File: config.mk
export PLATFORM = sky130hd
export DESIGN_NAME = alu_ctrl_decode
export DESIGN_NICKNAME = d
export VERILOG_FILES = /design/src/rtl/alu_ctrl_pkg.sv /design/src/rtl/alu_skid_buf.sv /design/src/rtl/alu_ctrl_decode.sv
export SDC_FILE = /design/constraint.sdc
export NUM_CORES = 1
export LEC_CHECK = 0
export BUFFER_PORTS_ARGS = -buffer_cell sky130_fd_sc_hd__buf_2
export CORE_MARGIN = 5
export CORE_UTILIZATION = 48
export DETAILED_ROUTE_END_ITERATION = 12
export PLACE_DENSITY = 0.73
export SYNTH_ARGS = -nofsm -noshare
export SYNTH_HDL_FRONTEND = slang
export SYNTH_SLANG_ARGS = --single-unit
File: constraint.sdc
create_clock -name clk -period 1.55 [get_ports clk]
set_input_delay 0.3875 -clock clk [delete_from_list [all_inputs] [get_ports clk]]
set_output_delay 0.3875 -clock clk [all_outputs]
set_load 0.05 [all_outputs]
File: src/rtl/alu_ctrl_pkg.sv
// alu_ctrl_pkg: ALU control codes, decode constants and the combinational decode function.
// Optional macro ALUCTRL_VARSHIFT_EN enables sllv/srlv/srav decoding.
`default_nettype none

package alu_ctrl_pkg;

  localparam logic [3:0] ALU_AND = 4'b0000;
  localparam logic [3:0] ALU_ADD = 4'b0001;
  localparam logic [3:0] ALU_SUB = 4'b0010;
  localparam logic [3:0] ALU_OR  = 4'b0011;
  localparam logic [3:0] ALU_SLL = 4'b0101;
  localparam logic [3:0] ALU_SRL = 4'b0110;
  localparam logic [3:0] ALU_SRA = 4'b1000;
  localparam logic [3:0] ALU_SLT = 4'b1001;

  localparam logic [1:0] ALUOP_MEM   = 2'b00;
  localparam logic [1:0] ALUOP_BR    = 2'b01;
  localparam logic [1:0] ALUOP_RTYPE = 2'b10;
  localparam logic [1:0] ALUOP_ITYPE = 2'b11;

  localparam logic [5:0] FN_SLL  = 6'h00;
  localparam logic [5:0] FN_SRL  = 6'h02;
  localparam logic [5:0] FN_SRA  = 6'h03;
  localparam logic [5:0] FN_SLLV = 6'h04;
  localparam logic [5:0] FN_SRLV = 6'h06;
  localparam logic [5:0] FN_SRAV = 6'h07;
  localparam logic [5:0] FN_ADD  = 6'h20;
  localparam logic [5:0] FN_SUB  = 6'h22;
  localparam logic [5:0] FN_AND  = 6'h24;
  localparam logic [5:0] FN_OR   = 6'h25;
  localparam logic [5:0] FN_SLT  = 6'h2A;

  localparam logic [5:0] OPC_ADDI = 6'h08;
  localparam logic [5:0] OPC_SLTI = 6'h0A;
  localparam logic [5:0] OPC_ANDI = 6'h0C;
  localparam logic [5:0] OPC_ORI  = 6'h0D;

  typedef struct packed {
    logic [3:0] ctrl;
    logic       shamt_sel;
    logic       illegal;
  } alu_ctrl_t;

  // Unlisted encodings fall back to AND with illegal set and shamt_sel clear.
  function automatic alu_ctrl_t alu_ctrl_decode_fn(input logic [1:0] aluop,
                                                   input logic [5:0] opcode,
                                                   input logic [5:0] funct);
    alu_ctrl_t r;
    r.ctrl      = ALU_AND;
    r.shamt_sel = 1'b0;
    r.illegal   = 1'b0;
    case (aluop)
      ALUOP_MEM: r.ctrl = ALU_ADD;
      ALUOP_BR:  r.ctrl = ALU_SUB;
      ALUOP_RTYPE: begin
        case (funct)
          FN_ADD: r.ctrl = ALU_ADD;
          FN_SUB: r.ctrl = ALU_SUB;
          FN_AND: r.ctrl = ALU_AND;
          FN_OR:  r.ctrl = ALU_OR;
          FN_SLT: r.ctrl = ALU_SLT;
          FN_SLL: begin r.ctrl = ALU_SLL; r.shamt_sel = 1'b1; end
          FN_SRL: begin r.ctrl = ALU_SRL; r.shamt_sel = 1'b1; end
          FN_SRA: begin r.ctrl = ALU_SRA; r.shamt_sel = 1'b1; end
`ifdef ALUCTRL_VARSHIFT_EN
          FN_SLLV: r.ctrl = ALU_SLL;
          FN_SRLV: r.ctrl = ALU_SRL;
          FN_SRAV: r.ctrl = ALU_SRA;
`endif
          default: r.illegal = 1'b1;
        endcase
      end
      default: begin
        case (opcode)
          OPC_ADDI: r.ctrl = ALU_ADD;
          OPC_ANDI: r.ctrl = ALU_AND;
          OPC_ORI:  r.ctrl = ALU_OR;
          OPC_SLTI: r.ctrl = ALU_SLT;
          default:  r.illegal = 1'b1;
        endcase
      end
    endcase
    return r;
  endfunction

endpackage

`default_nettype wire

File: src/rtl/alu_skid_buf.sv
// alu_skid_buf: generic 2-entry valid/ready skid register (output register + skid register).
// Rev 1.0
`default_nettype none

module alu_skid_buf #(
  parameter int WIDTH = 6
) (
  input  logic             clk,
  input  logic             rst_n,
  input  logic             in_valid_i,
  output logic             in_ready_o,
  input  logic [WIDTH-1:0] in_data_i,
  output logic             out_valid_o,
  input  logic             out_ready_i,
  output logic [WIDTH-1:0] out_data_o
);

  logic             out_valid_q, out_valid_d;
  logic [WIDTH-1:0] out_data_q,  out_data_d;
  logic             skid_valid_q, skid_valid_d;
  logic [WIDTH-1:0] skid_data_q,  skid_data_d;
  logic             w_accept;
  logic             w_drain;

  // in_ready comes straight from the skid flag so OutReady never reaches it combinationally.
  assign in_ready_o  = !skid_valid_q;
  assign out_valid_o = out_valid_q;
  assign out_data_o  = out_data_q;

  assign w_accept = in_valid_i && !skid_valid_q;
  assign w_drain  = out_valid_q && out_ready_i;

  always_comb begin
    out_valid_d  = out_valid_q;
    out_data_d   = out_data_q;
    skid_valid_d = skid_valid_q;
    skid_data_d  = skid_data_q;
    if (!out_valid_q) begin
      if (w_accept) begin
        out_valid_d = 1'b1;
        out_data_d  = in_data_i;
      end
    end else if (w_drain) begin
      if (skid_valid_q) begin
        out_data_d   = skid_data_q;
        skid_valid_d = 1'b0;
      end else if (w_accept) begin
        out_data_d = in_data_i;
      end else begin
        out_valid_d = 1'b0;
      end
    end else if (w_accept) begin
      skid_valid_d = 1'b1;
      skid_data_d  = in_data_i;
    end
  end

  always_ff @(posedge clk or negedge rst_n) begin
    if (!rst_n) begin
      out_valid_q  <= 1'b0;
      out_data_q   <= '0;
      skid_valid_q <= 1'b0;
      skid_data_q  <= '0;
    end else begin
      out_valid_q  <= out_valid_d;
      out_data_q   <= out_data_d;
      skid_valid_q <= skid_valid_d;
      skid_data_q  <= skid_data_d;
    end
  end

endmodule

`default_nettype wire

File: src/rtl/alu_ctrl_decode.sv
// alu_ctrl_decode: pipelined ALU control decode with valid/ready skid buffering.
// Optional macro ALUCTRL_VARSHIFT_EN (decoded in alu_ctrl_pkg). Rev 1.0
`default_nettype none

module alu_ctrl_decode
  import alu_ctrl_pkg::*;
#(
  parameter int CTRL_W = 4,
  parameter int OP_W   = 6
) (
  input  logic              clk,
  input  logic              rst_n,
  input  logic              InValid,
  output logic              InReady,
  input  logic [1:0]        ALUOp,
  input  logic [OP_W-1:0]   Opcode,
  input  logic [OP_W-1:0]   Funct,
  output logic              OutValid,
  input  logic              OutReady,
  output logic [CTRL_W-1:0] ALUCtrlOut,
  output logic              ShamtSel,
  output logic              Illegal
);

  alu_ctrl_t w_dec;
  alu_ctrl_t w_out;

  assign w_dec = alu_ctrl_decode_fn(ALUOp, Opcode, Funct);

  alu_skid_buf #(
    .WIDTH($bits(alu_ctrl_t))
  ) u_skid (
    .clk        (clk),
    .rst_n      (rst_n),
    .in_valid_i (InValid),
    .in_ready_o (InReady),
    .in_data_i  (w_dec),
    .out_valid_o(OutValid),
    .out_ready_i(OutReady),
    .out_data_o (w_out)
  );

  assign ALUCtrlOut = w_out.ctrl;
  assign ShamtSel   = w_out.shamt_sel;
  assign Illegal    = w_out.illegal;

endmodule

`default_nettype wire

### Yosys cells after proc, flatten, opt, wreduce, memory -nomap -nowiden

Index checks and enable logic that the tools add are counted.

* register bits after elaboration: 14
* input bits: 18

* reductions and logical operators: 12
* eq/ne operators: 14
* multiplexer cells: 18
* bitwise operators: 1

Operator list (number)
* 6-bit == test, second input constant: 5
* 4-bit case mux with 7 select lines: 1
* 6-bit by 4-bit == test with 1-bit output, second input constant: 4
* 6-bit two-way mux: 4
* 4-bit case mux with 3 select lines: 2
* 6-bit by 2-bit == test with 1-bit output, second input constant: 2
* 1-bit two-way mux: 10
* 8-bit OR reduction: 1
* 6-bit zero test: 1
* 4-bit OR reduction: 1
* 3-bit AND reduction: 1
* 3-bit OR reduction: 1
* 2-bit by 1-bit == test with 1-bit output, second input constant: 1
* 2-bit == test, second input constant: 1
* 1-bit logical AND: 2
* 2-bit zero test: 1
* 2-bit inequality test, second input constant: 1
* 1-bit case mux with 2 select lines: 1
* 2-bit AND reduction: 1
* 2-bit nonzero test: 1
* 2-bit OR reduction: 1
* 1-bit zero test: 1
* 1-bit inverter: 1

### Longest topological paths before layout

* depth after elaboration: 8
* gate-level depth with buffers: 5

### Modules after synthesis

A second synthesis with hierarchy kept.

* cells, all modules: 81
* area, all modules: 902.1 µm²

Modules (own cells, without submodules)
* alu_skid_buf: instances 1, area each 641.9 µm², cells an instance 43
* alu_ctrl_decode: instances 1, area each 260.2 µm², cells an instance 38

### Worst setup path after synthesis

No wires, ideal clock.

* kind: flip-flop to flip-flop
* from: register u_skid.out_valid_q (netlist: u_skid.out_valid_o)
* to: register u_skid.skid_data_q[5]
* path slack: -73 ps
* path buffers: 0
* setup time: 125 ps
* arrival: 1498 ps
* cell stages (with the launch flop): 4
* required time: 1425 ps
* cells stage by stage: dfrtp_1 > nor2b_1 > and2_1 > mux2_2

* cells in the longest elaborated chain, start to end: 3

RTL lines
* from (decl): line alu_skid_buf.sv:18 `logic out_valid_q, out_valid_d;`
* from (signal assigned): line alu_skid_buf.sv:65 `out_valid_q <= out_valid_d;`
* 1-bit logical AND: line alu_skid_buf.sv:31 `assign w_drain = out_valid_q && out_ready_i;`
* 1-bit inverter (no source line)
* 3-bit AND reduction (no source line) *
* to (signal assigned): line alu_skid_buf.sv:68 `skid_data_q <= skid_data_d;`
* to (decl): line alu_skid_buf.sv:21 `logic [WIDTH-1:0] skid_data_q, skid_data_d;`

Mark *: on every way between the ends. The rest lies on a longest branch, timed or not.
A chain may end at the register's enable or synchronous reset.

### Final worst setup path

* from: register u_skid.skid_valid_q
* to: output InReady

* cells in the longest elaborated chain, start to end: 1

RTL lines
* from (decl): line alu_skid_buf.sv:20 `logic skid_valid_q, skid_valid_d;`
* from (signal assigned): line alu_skid_buf.sv:67 `skid_valid_q <= skid_valid_d;`
* 1-bit zero test: line alu_skid_buf.sv:26 `assign in_ready_o = !skid_valid_q;`
* to (decl): line alu_ctrl_decode.sv:14 `output logic InReady,`

No other way between the ends.

==> results_dict.tcl <==
set metrics [dict create \
    outcome "complete, no violations" \
    worstMarginPinSlew_ns 0.4437 \
    power_frac_clock_pct 11.2 \
    postRouteAntennaNets 0 \
    die_w_um 53.32 \
    cp_max_fo 7 \
    leakagePower_nw 0.5028 \
    dp_slack_ns -0.03791 \
    maxCapViolations 0 \
    path_cells "inv_1 > buf_2" \
    clock_skew_ns 0.005455 \
    design_area_sq_um 1121 \
    cellPowerDensity_nw_per_um2 1734 \
    p_total_mw 1.944 \
    ys.flop_type "dfrtp_1" \
    final.min_clock_period_ns 1.495 \
    initial_utilization_pct 51.06 \
    via_per_inst 5.591 \
    setup_viol 0 \
    place_area_sq_um 1082 \
    cp_slowest_cell "dfrtp_1" \
    relSlewSlack_pct 70.31 \
    p_switching_mw 0.9808 \
    slew_viol_final 0 \
    p_int_mw 0.9631 \
    met3_usage_pct 5.634 \
    drc 0 \
    clk_path_buf_depth 2 \
    die-area_sq_um 2843 \
    cp_num_buf_inv 2 \
    grt_busiest_layer "met2" \
    grt_overflow 0 \
    vdd_drop_max_mv 1.125 \
    critPathArrivalTime_ns 1.11 \
    totalWireLength_mm 2.272 \
    fmax_ghz 0.6689 \
    clk_pin_slew_ns 0.09 \
    cts_root_buffer "clkbuf_4" \
    synth_top_cell_by_area "dfrtp_1" \
    power.share.switching_pct 50.46 \
    drive_gt1_share_pct 30.22 \
    yosysWarnings 0 \
    critical_path_class "reg2out" \
    synth_enable_flop_cells 0 \
    dp_hpwl_mm 1.752 \
    syn_nets 125 \
    rows 15 \
    antenna_cells 0 \
    required_ns 1.16 \
    coreArea_sq_um 1764 \
    yosysTopAreaCellShare_pct 38.89 \
    final.fill_count 170 \
    avgSynthCellArea_sq_um 8.419 \
    combPwrFrac_pct 56.9 \
    grt_max_degree 16 \
    firstDrtPassIters 4 \
    cp_top_family "flip-flops" \
    synth_seq_area_share_pct 38.89 \
    synth.top_cells.by_area "dfrtp_1 (39%), nor2_1 (5.8%), o21ai_0 (5.6%)" \
    clock_latency_ns 0.28 \
    wl_per_cell_um 13.85 \
    syn_inst 107 \
    ys_async_sr_fraction_pct 100.0 \
    fin_util_pct 63.55 \
    cts_setup_buffers 0 \
    fin_hold_ws_ns 0.3969 \
    grt_usage_pct 18.12 \
    grt_first_pass_wirelength_mm 3.767 \
    grt_setup_unrepaired "no" \
    cts_made_buffers 3 \
    slowest_delay_ns 0.46 \
    hold_class "in2reg" \
    fin_nets 158 \
    fin_tns_setup_ns 0 \
    dieHeight_um 53.32 \
    gp_congestion 0.8112 \
    synth_seq_cells 14 \
    antenna_found_initial 0 \
    portBuffers 25 \
    period_share_pct 96.45 \
    grt_pass1_vias 889 \
    h-tree-depth 1 \
    grtUsageMet1_pct 23.33 \
    setup_slack_ns 0.05502 \
    seqPwrFrac_pct 31.9 \
    vias 917 \
    final-instance-count-excl-fill 164 \
    endpoint_kind "primary output" \
    ys_types 34 \
    drt-initial-drc-count 22 \
    synth_commonest_cells "dfrtp_1 (14), nor2_1 (14), nand2_1 (10), o21ai_0 (10)" \
    placed_cells 159 \
    cts_sinks 14 \
    synth_area_sq_um 900.9 \
    cts_tree "done" \
    cp-start-kind "flop" \
    hold_viol 0 \
    area_growth_pct 24.44 \
    met2_usage_pct 28.57 \
    num_io_pins 26 \
]
timing repair:
item	in CTS	in global routing
hold buffers	1	0
setup endpoints to repair	0	1
gates resized for setup	0	1
hold endpoints to repair	14	0
layer usage:
| metal | wire [um] | part of all wire, % | vias up |
|---|---|---|---|
| met4 | 23 | 1.0 | 0 |
| met1 | 1053 | 46 | 425 |
| met2 | 1071 | 47 | 26 |
| met3 | 124 | 5.5 | 6 |
| li1 | - | - | 460 |
| met5 | 0 | 0 | - |
worst paths after layout:
kind | slack [ns] | start | end | cells after the start
setup / recovery | 0.06 | u_skid.skid_valid_q | InReady | 2
hold / removal | 0.40 | InValid | u_skid.out_valid_o | 3
setup reg to reg | 0.16 | u_skid.skid_valid_q | u_skid.out_data_o[5] | 4
hold reg to reg | 0.48 | u_skid.skid_data_q[4] | u_skid.skid_data_q[4] | 2
max in group asynchronous | 0.76 | rst_n | u_skid.out_valid_o | 2
min in group asynchronous | 0.53 | rst_n | u_skid.skid_data_q[2] | 2
state kept, by name, indices dropped and copies added (netlist names):
name,count
u_skid.skid_valid_q,1
u_skid.skid_data_q,6
u_skid.out_data_o,6
u_skid.out_valid_o,1
worst reg2reg max path: stages, from the launching register on:
cell	delay, ns
dfrtp_1	0.46
nand2b_1	0.20
nor2_2	0.31
inv_1	0.08
o221a_2	0.23
power groups by stage:
stage	combinational (mW)	clock (mW)	sequential (mW)
finish	1.11	0.218	0.620
global route	1.20	0.239	0.639
CTS	1.10	0.226	0.619
detailed placement	1.09	0	0.625
global placement	1.08	0	0.618
floorplan	0.490	0	0.935
cell usage in the layout (no fill, tap or decap), drive strengths merged, types with 2 or more instances in the layout:
master	n
nand3	4
mux2i	2
nor2	15
a21oi	4
nor2b	3
nand3b	4
dfrtp	14
buf	29
nand2b	2
clkbuf	5
or3b	2
nand4b	2
o21ai	10
inv	6
a221oi	4
nand2	10
a31oi	6
o22ai	5
layout make-up:
class / instances / area, sq um / share of cell area (%)
Clock buffer: 4 / 26.28 / 2.344
Inverter: 6 / 22.52 / 2.009
Tap cell: 25 / 31.28 / 2.790
Timing Repair Buffer: 31 / 175.2 / 15.62
Sequential cell: 14 / 351.6 / 31.36
Multi-Input combinational cell: 84 / 514.2 / 45.87
cells by family after synthesis:
logic type / share of synthesized area [%]
simple gates: 28.89
compound gates: 24.72
flops: 38.89
buf+inv: 4.026
mux: 3.472
Power figures use the tool's default switching activity.
